--- src/rtl/bit40_split_bit8.sv ---
// Serializes one NBYTES-byte word MSB byte first into a UART transmitter,
// handshaking each byte with the transmitter's done pulse.
module bit40_split_bit8 #(
    parameter int NBYTES      = 5,
    parameter int GAP_CYC     = 0,
    parameter int TIMEOUT_CYC = 0,
    localparam int WORD_W     = 8 * NBYTES
) (
    input  logic              clk,
    input  logic              rst,
    input  logic [WORD_W-1:0] bit40_in,
    input  logic              bit40_in_valid,
    output logic              bit40_in_ready,
    output logic [7:0]        bit8_out,
    output logic              bit8_out_valid,
    input  logic              tx_done,
    output logic              word_done,
    output logic              tx_err,
    output logic              busy
);
    localparam int IDX_W = (NBYTES > 1) ? $clog2(NBYTES) : 1;
    localparam int TO_W  = $clog2(TIMEOUT_CYC + 2);
    localparam int GAP_W = $clog2(GAP_CYC + 2);
    localparam logic [IDX_W-1:0] LAST_IDX  = IDX_W'(NBYTES - 1);
    localparam logic [TO_W-1:0]  TO_LIMIT  = TO_W'((TIMEOUT_CYC > 0) ? TIMEOUT_CYC - 1 : 0);
    localparam logic [GAP_W-1:0] GAP_LIMIT = GAP_W'((GAP_CYC > 0) ? GAP_CYC - 1 : 0);

    typedef enum logic [1:0] {S_IDLE, S_SEND, S_WAIT, S_GAP} state_t;

    state_t            state_reg;
    logic [WORD_W-1:0] shreg_reg;
    logic [WORD_W-1:0] shreg_next;
    logic [IDX_W-1:0]  byte_idx_reg;
    logic [TO_W-1:0]   to_cnt_reg;
    logic [GAP_W-1:0]  gap_cnt_reg;
    logic [7:0]        byte_reg;
    logic              valid_reg;
    logic              ready_reg;
    logic              word_done_reg;
    logic              tx_err_reg;

    // Shifted view lets the next byte be launched in the same edge that acknowledges the current one.
    assign shreg_next = shreg_reg << 8;

    always_ff @(posedge clk) begin
        if (rst) begin
            state_reg     <= S_IDLE;
            shreg_reg     <= '0;
            byte_idx_reg  <= '0;
            to_cnt_reg    <= '0;
            gap_cnt_reg   <= '0;
            byte_reg      <= '0;
            valid_reg     <= 1'b0;
            ready_reg     <= 1'b1;
            word_done_reg <= 1'b0;
            tx_err_reg    <= 1'b0;
        end else begin
            valid_reg     <= 1'b0;
            word_done_reg <= 1'b0;
            tx_err_reg    <= 1'b0;
            case (state_reg)
                S_IDLE: begin
                    if (bit40_in_valid && ready_reg) begin
                        shreg_reg    <= bit40_in;
                        byte_idx_reg <= '0;
                        byte_reg     <= bit40_in[WORD_W-1 -: 8];
                        valid_reg    <= 1'b1;
                        ready_reg    <= 1'b0;
                        state_reg    <= S_SEND;
                    end
                end
                S_SEND: begin
                    to_cnt_reg <= '0;
                    state_reg  <= S_WAIT;
                end
                S_WAIT: begin
                    if (tx_done) begin
                        if (byte_idx_reg == LAST_IDX) begin
                            word_done_reg <= 1'b1;
                            ready_reg     <= 1'b1;
                            state_reg     <= S_IDLE;
                        end else begin
                            shreg_reg    <= shreg_next;
                            byte_idx_reg <= byte_idx_reg + IDX_W'(1);
                            if (GAP_CYC == 0) begin
                                byte_reg  <= shreg_next[WORD_W-1 -: 8];
                                valid_reg <= 1'b1;
                                state_reg <= S_SEND;
                            end else begin
                                gap_cnt_reg <= '0;
                                state_reg   <= S_GAP;
                            end
                        end
                    end else if (TIMEOUT_CYC > 0) begin
                        // The timeout only fires when no done arrives in the final counted cycle.
                        if (to_cnt_reg == TO_LIMIT) begin
                            tx_err_reg <= 1'b1;
                            ready_reg  <= 1'b1;
                            state_reg  <= S_IDLE;
                        end else begin
                            to_cnt_reg <= to_cnt_reg + TO_W'(1);
                        end
                    end
                end
                S_GAP: begin
                    if (gap_cnt_reg == GAP_LIMIT) begin
                        byte_reg  <= shreg_reg[WORD_W-1 -: 8];
                        valid_reg <= 1'b1;
                        state_reg <= S_SEND;
                    end else begin
                        gap_cnt_reg <= gap_cnt_reg + GAP_W'(1);
                    end
                end
                default: state_reg <= S_IDLE;
            endcase
        end
    end

    assign bit40_in_ready = ready_reg;
    assign bit8_out       = byte_reg;
    assign bit8_out_valid = valid_reg;
    assign word_done      = word_done_reg;
    assign tx_err         = tx_err_reg;
    assign busy           = (state_reg != S_IDLE);
endmodule

--- config.mk ---
export PLATFORM = sky130hd
export DESIGN_NAME = bit40_split_bit8
export DESIGN_NICKNAME = d
export VERILOG_FILES = /design/src/rtl/bit40_split_bit8.sv
export SDC_FILE = /design/constraint.sdc
export NUM_CORES = 1
export LEC_CHECK = 0
export ABC_AREA = 1
export CORE_MARGIN = 5
export CORE_UTILIZATION = 51
export CTS_CLUSTER_SIZE = 30
export DETAILED_ROUTE_END_ITERATION = 12
export GPL_TIMING_DRIVEN = 0
export PLACE_DENSITY = 0.81
export SYNTH_ARGS = -nofsm -noshare
export SYNTH_HDL_FRONTEND = slang
export SYNTH_SLANG_ARGS = --single-unit
--- constraint.sdc ---
create_clock -name clk -period 1.9 [get_ports clk]
set_input_delay 0.475 -clock clk [delete_from_list [all_inputs] [get_ports clk]]
set_output_delay 0.475 -clock clk [all_outputs]
set_load 0.02 [all_outputs]
==> impl_metrics.prom <==
# TYPE chip_impl_metric gauge
chip_impl_info{name="crit_path_cell_trace",value="clkdlybuf4s50_1"} 1
chip_impl_metric{name="die_outline_area",unit="sq um"} 7090
chip_impl_metric{name="synth.lib_cells_used.distinct",unit=""} 21
chip_impl_metric{name="port-buffer-count",unit=""} 55
chip_impl_metric{name="yosysSeqAreaShare",unit="%"} 39.9
chip_impl_metric{name="first_pass_iters",unit=""} 4
chip_impl_info{name="synth_top_area_cell",value="sky130_fd_sc_hd__dfxtp_1"} 1
chip_impl_metric{name="place_hpwl",unit="microns"} 4810
chip_impl_metric{name="final_nets",unit=""} 551
chip_impl_metric{name="cts_sink_count",unit=""} 56
chip_impl_metric{name="post_layout_nonfiller_instances",unit=""} 573
chip_impl_metric{name="detail_route.vias_per_cell",unit=""} 4.70
chip_impl_metric{name="dpl.cell_count",unit=""} 565
chip_impl_metric{name="power.share.switching",unit="%"} 44.3
chip_impl_metric{name="grt_start_max_net_pins",unit=""} 18
chip_impl_metric{name="leakage",unit="nW"} 1.67
chip_impl_metric{name="share_of_power_burned_in_combinational_logic",unit="%"} 54.9
chip_impl_metric{name="largest_register_ff_count",unit=""} 40
chip_impl_metric{name="route.final.wire_length",unit="microns"} 6460
chip_impl_metric{name="p_int",unit="mW"} 3.23
chip_impl_metric{name="hold-path-cell-count",unit=""} 2
chip_impl_info{name="cp-end-kind",value="output pin"} 1
chip_impl_info{name="timing.setup.critical_path_class",value="flop to output pin"} 1
chip_impl_metric{name="route.vias.total",unit=""} 2695
chip_impl_info{name="unrepaired_setup_endpoints_after_global_routing",value="no"} 1
chip_impl_metric{name="synth_seq_cells",unit=""} 56
chip_impl_metric{name="htreeDepth",unit=""} 2
chip_impl_metric{name="finalSetupViolCount",unit=""} 0
chip_impl_metric{name="grt-ovfl-total",unit=""} 0
chip_impl_info{name="r2r_end",value="shreg_reg[36]"} 1
chip_impl_metric{name="fillers",unit=""} 516
chip_impl_metric{name="floorplan.rows",unit=""} 27
chip_impl_metric{name="boundaryPins",unit=""} 57
chip_impl_metric{name="total_power_draw",unit="mW"} 5.80
chip_impl_metric{name="switching_power",unit="mW"} 2.57
chip_impl_info{name="result_of_the_run",value="finished, final reports clean"} 1
chip_impl_info{name="cp_top_family",value="buffers and inverters"} 1
chip_impl_metric{name="finalMaxSlewViolations",unit=""} 0
chip_impl_metric{name="critical_path.n_buffers_inverters",unit=""} 1
chip_impl_metric{name="critical_path_arrival",unit="ns"} 1.28
chip_impl_metric{name="drt_iter0_drc",unit=""} 144
chip_impl_metric{name="tritoncts.num_buffers",unit=""} 5
chip_impl_metric{name="first_global_vias",unit=""} 2490
chip_impl_info{name="main_area_contributors_after_synthesis",value="sky130_fd_sc_hd__dfxtp_1, sky130_fd_sc_hd__nand2_1, sky130_fd_sc_hd__nor2_1"} 1
chip_impl_metric{name="power.density_cell_area",unit="nW/um^2"} 1620
chip_impl_info{name="clock_tree.root_cell",value="sky130_fd_sc_hd__clkbuf_8"} 1
chip_impl_metric{name="final.min_clock_period",unit="ns"} 1.75
chip_impl_metric{name="drc_viols",unit=""} 0
chip_impl_metric{name="synth-edff-count",unit=""} 0
chip_impl_metric{name="post_synth_inst_count",unit=""} 438
chip_impl_metric{name="initial_cell_density_of_the_core",unit="%"} 51.6
chip_impl_metric{name="max_freq",unit="MHz"} 570
chip_impl_metric{name="dieHeight",unit="microns"} 84.2
chip_impl_info{name="yosys_most_used_dff",value="sky130_fd_sc_hd__dfxtp_1"} 1
chip_impl_metric{name="coreArea",unit="sq um"} 5440
chip_impl_metric{name="timing.reg2reg.setup_slack",unit="ns"} 0.17
chip_impl_metric{name="ant_nets",unit=""} 0
chip_impl_info{name="crit-reg2reg-launch",value="state_reg[0]"} 1
chip_impl_metric{name="cts_hold_repair.buffers",unit=""} 0
chip_impl_metric{name="place_congestion",unit=""} 0.844
chip_impl_info{name="worst_hold_path.endpoint",value="bit8_out[1]"} 1
chip_impl_info{name="type_of_element_launching_the_critical_path",value="flop"} 1
chip_impl_metric{name="reg2reg_depth",unit=""} 11
chip_impl_metric{name="peakVddDrop",unit="mV"} 0.723
chip_impl_metric{name="synth_area_per_cell",unit="sq um"} 6.41
chip_impl_metric{name="min_period_over_period",unit="%"} 92.3
chip_impl_metric{name="die_width",unit="microns"} 84.2
chip_impl_metric{name="insertedDiodeCount",unit=""} 0
chip_impl_metric{name="crit_path_max_fanout",unit=""} 3
chip_impl_metric{name="grt_antenna_before_repair",unit=""} 0
chip_impl_metric{name="final_worst_clock_skew",unit="ns"} 0.00729
chip_impl_metric{name="synth.net_count",unit=""} 489
chip_impl_metric{name="synth_top_area_share",unit="%"} 39.9
chip_impl_metric{name="clk_transition_reported_paths",unit="ns"} 0.10
chip_impl_metric{name="clock_latency",unit="ns"} 0.31
chip_impl_info{name="holdCritPathClass",value="flop to flop"} 1
chip_impl_metric{name="clock_path_buffers",unit=""} 2
chip_impl_metric{name="gr-usage-all-layers",unit="%"} 18.4
chip_impl_metric{name="post_synth_instance_area",unit="sq um"} 2810
chip_impl_info{name="cts_tree",value="yes"} 1
chip_impl_metric{name="cts.repair_timing.setup_buffer_count",unit=""} 0
chip_impl_metric{name="seq_power_share",unit="%"} 31.4
chip_impl_info{name="worst_hold_startpoint",value="bit8_out[1]"} 1
chip_impl_metric{name="timing_hold_violations_final",unit=""} 0
chip_impl_metric{name="critical-path-max-stage-delay",unit="ns"} 0.61
chip_impl_metric{name="clkPwrFrac",unit="%"} 13.7
chip_impl_metric{name="syn2layout_area_growth",unit="%"} 27.4
chip_impl_metric{name="drive_gt1_share",unit="%"} 5.79
chip_impl_metric{name="crit_path_required_time",unit="ns"} 1.42
chip_impl_metric{name="global_route_wire_length_before_repair",unit="microns"} 10900
chip_impl_metric{name="async_flop_share",unit="%"} 0
chip_impl_metric{name="drv_cap",unit=""} 0
chip_impl_metric{name="detail_route.wl_per_cell",unit="microns"} 11.3
chip_impl_metric{name="ys_warn_count",unit=""} 0
chip_impl_info{name="critical-path-slowest-cell",value="sky130_fd_sc_hd__clkdlybuf4s50_1"} 1
[how the worst max path moves through the flow]
stage	slack, ns	cells after the start	end	start
finish	0.15	1	bit40_in_ready	bit40_in_ready
floorplan	0.32	11	shreg_reg[15]	state_reg[0]
global placement	-0.17	10	shreg_reg[37]	tx_done
CTS	0.007	10	shreg_reg[11]	state_reg[0]
global route	0.02	11	shreg_reg[38]	state_reg[0]
detailed placement	-0.20	10	shreg_reg[36]	tx_done
[per-layer routing]
layer	share of wire (%)	global-route usage, %	vias to the layer above
li1	-	-	1461
met1	44	22.4	1160
met2	47	32.1	68
met3	7.6	4.71	6
met4	0.88	5.12	0
met5	0	0	-
[cells in the mapped netlist, drive strengths merged, types with 5 or more instances]
| cell | instances |
|---|---|
| clkbuf | 9 |
| nand2 | 175 |
| a21oi | 11 |
| dfxtp | 56 |
| inv | 13 |
| a21boi | 32 |
| nor2 | 109 |
| buf | 16 |
| o21ai | 5 |
| ha | 7 |
[kinds of logic after synthesis]
group	after synthesis	share of synthesized area, %
flip-flops	56	39.9
adder cells (fa/ha/maj)	7	3.12
buffers and inverters	39	6.60
other	1	0.134
AO/OA/AOI/OAI	49	11.6
AND/OR/NAND/NOR	286	38.6
[timing repair]
item	CTS	global route
gates resized for setup	4	8
cloned	0	0
endpoints found under the setup margin	11	52
[power by group through the flow]
| stage | sequential (mW) | clock, mW | combinational (mW) |
|---|---|---|---|
| 6_report | 1.82 | 0.793 | 3.18 |
| 5_1_grt | 1.87 | 0.857 | 3.66 |
| 2_1_floorplan | 1.89 | 0 | 2.28 |
| 3_3_place_gp | 1.82 | 0 | 3.11 |
| 4_1_cts | 1.81 | 0.796 | 3.20 |
| 3_5_place_dp | 1.84 | 0 | 3.17 |
[cell type report]
cell class	instances	area (sq um)	share of cell area, %
Inverter	14	52.6	1.47
Multi-Input combinational cell	343	1510	42.3
Buffer	25	138	3.85
Clock inverter	3	42.5	1.19
Tap cell	72	90.1	2.52
Sequential cell	56	1130	31.5
Clock buffer	5	68.8	1.92
Timing Repair Buffer	55	546	15.3
[worst min-delay path: stages, from the launching register on]
cell	delay, ns
sky130_fd_sc_hd__dfxtp_1	0.32
sky130_fd_sc_hd__nor2_1	0.09
sky130_fd_sc_hd__nor2_1	0.04
[cells in the final DEF (no fill, tap or decap), drive strengths merged]
| master | instances |
|---|---|
| a21boi | 32 |
| nand3 | 1 |
| o21ai | 5 |
| ha | 7 |
| clkdlybuf4s50 | 54 |
| nor4 | 1 |
| dfxtp | 56 |
| inv | 13 |
| clkinv | 2 |
| buf | 17 |
| clkinvlp | 1 |
| bufinv | 1 |
| conb | 1 |
| a31oi | 1 |
| nor2 | 109 |
| a21oi | 11 |
| nand2 | 175 |
| clkbuf | 14 |
[through the flow]
step           setup WS (ns)  area [sq um]  hold WS (ns)  setup TNS (ns)  utilization (%)
2_1_floorplan          0.319          2810         0.455               0                -
5_1_grt               0.0196          3580         0.512               0             65.7
4_1_cts              0.00677          3560         0.490               0             65.5
3_5_place_dp          -0.199          3450         0.473           -4.93             63.4
3_3_place_gp          -0.174          3450         0.461           -4.15             63.4
6_report               0.147          3580         0.488               0             65.7
Power figures use the tool's default switching activity.
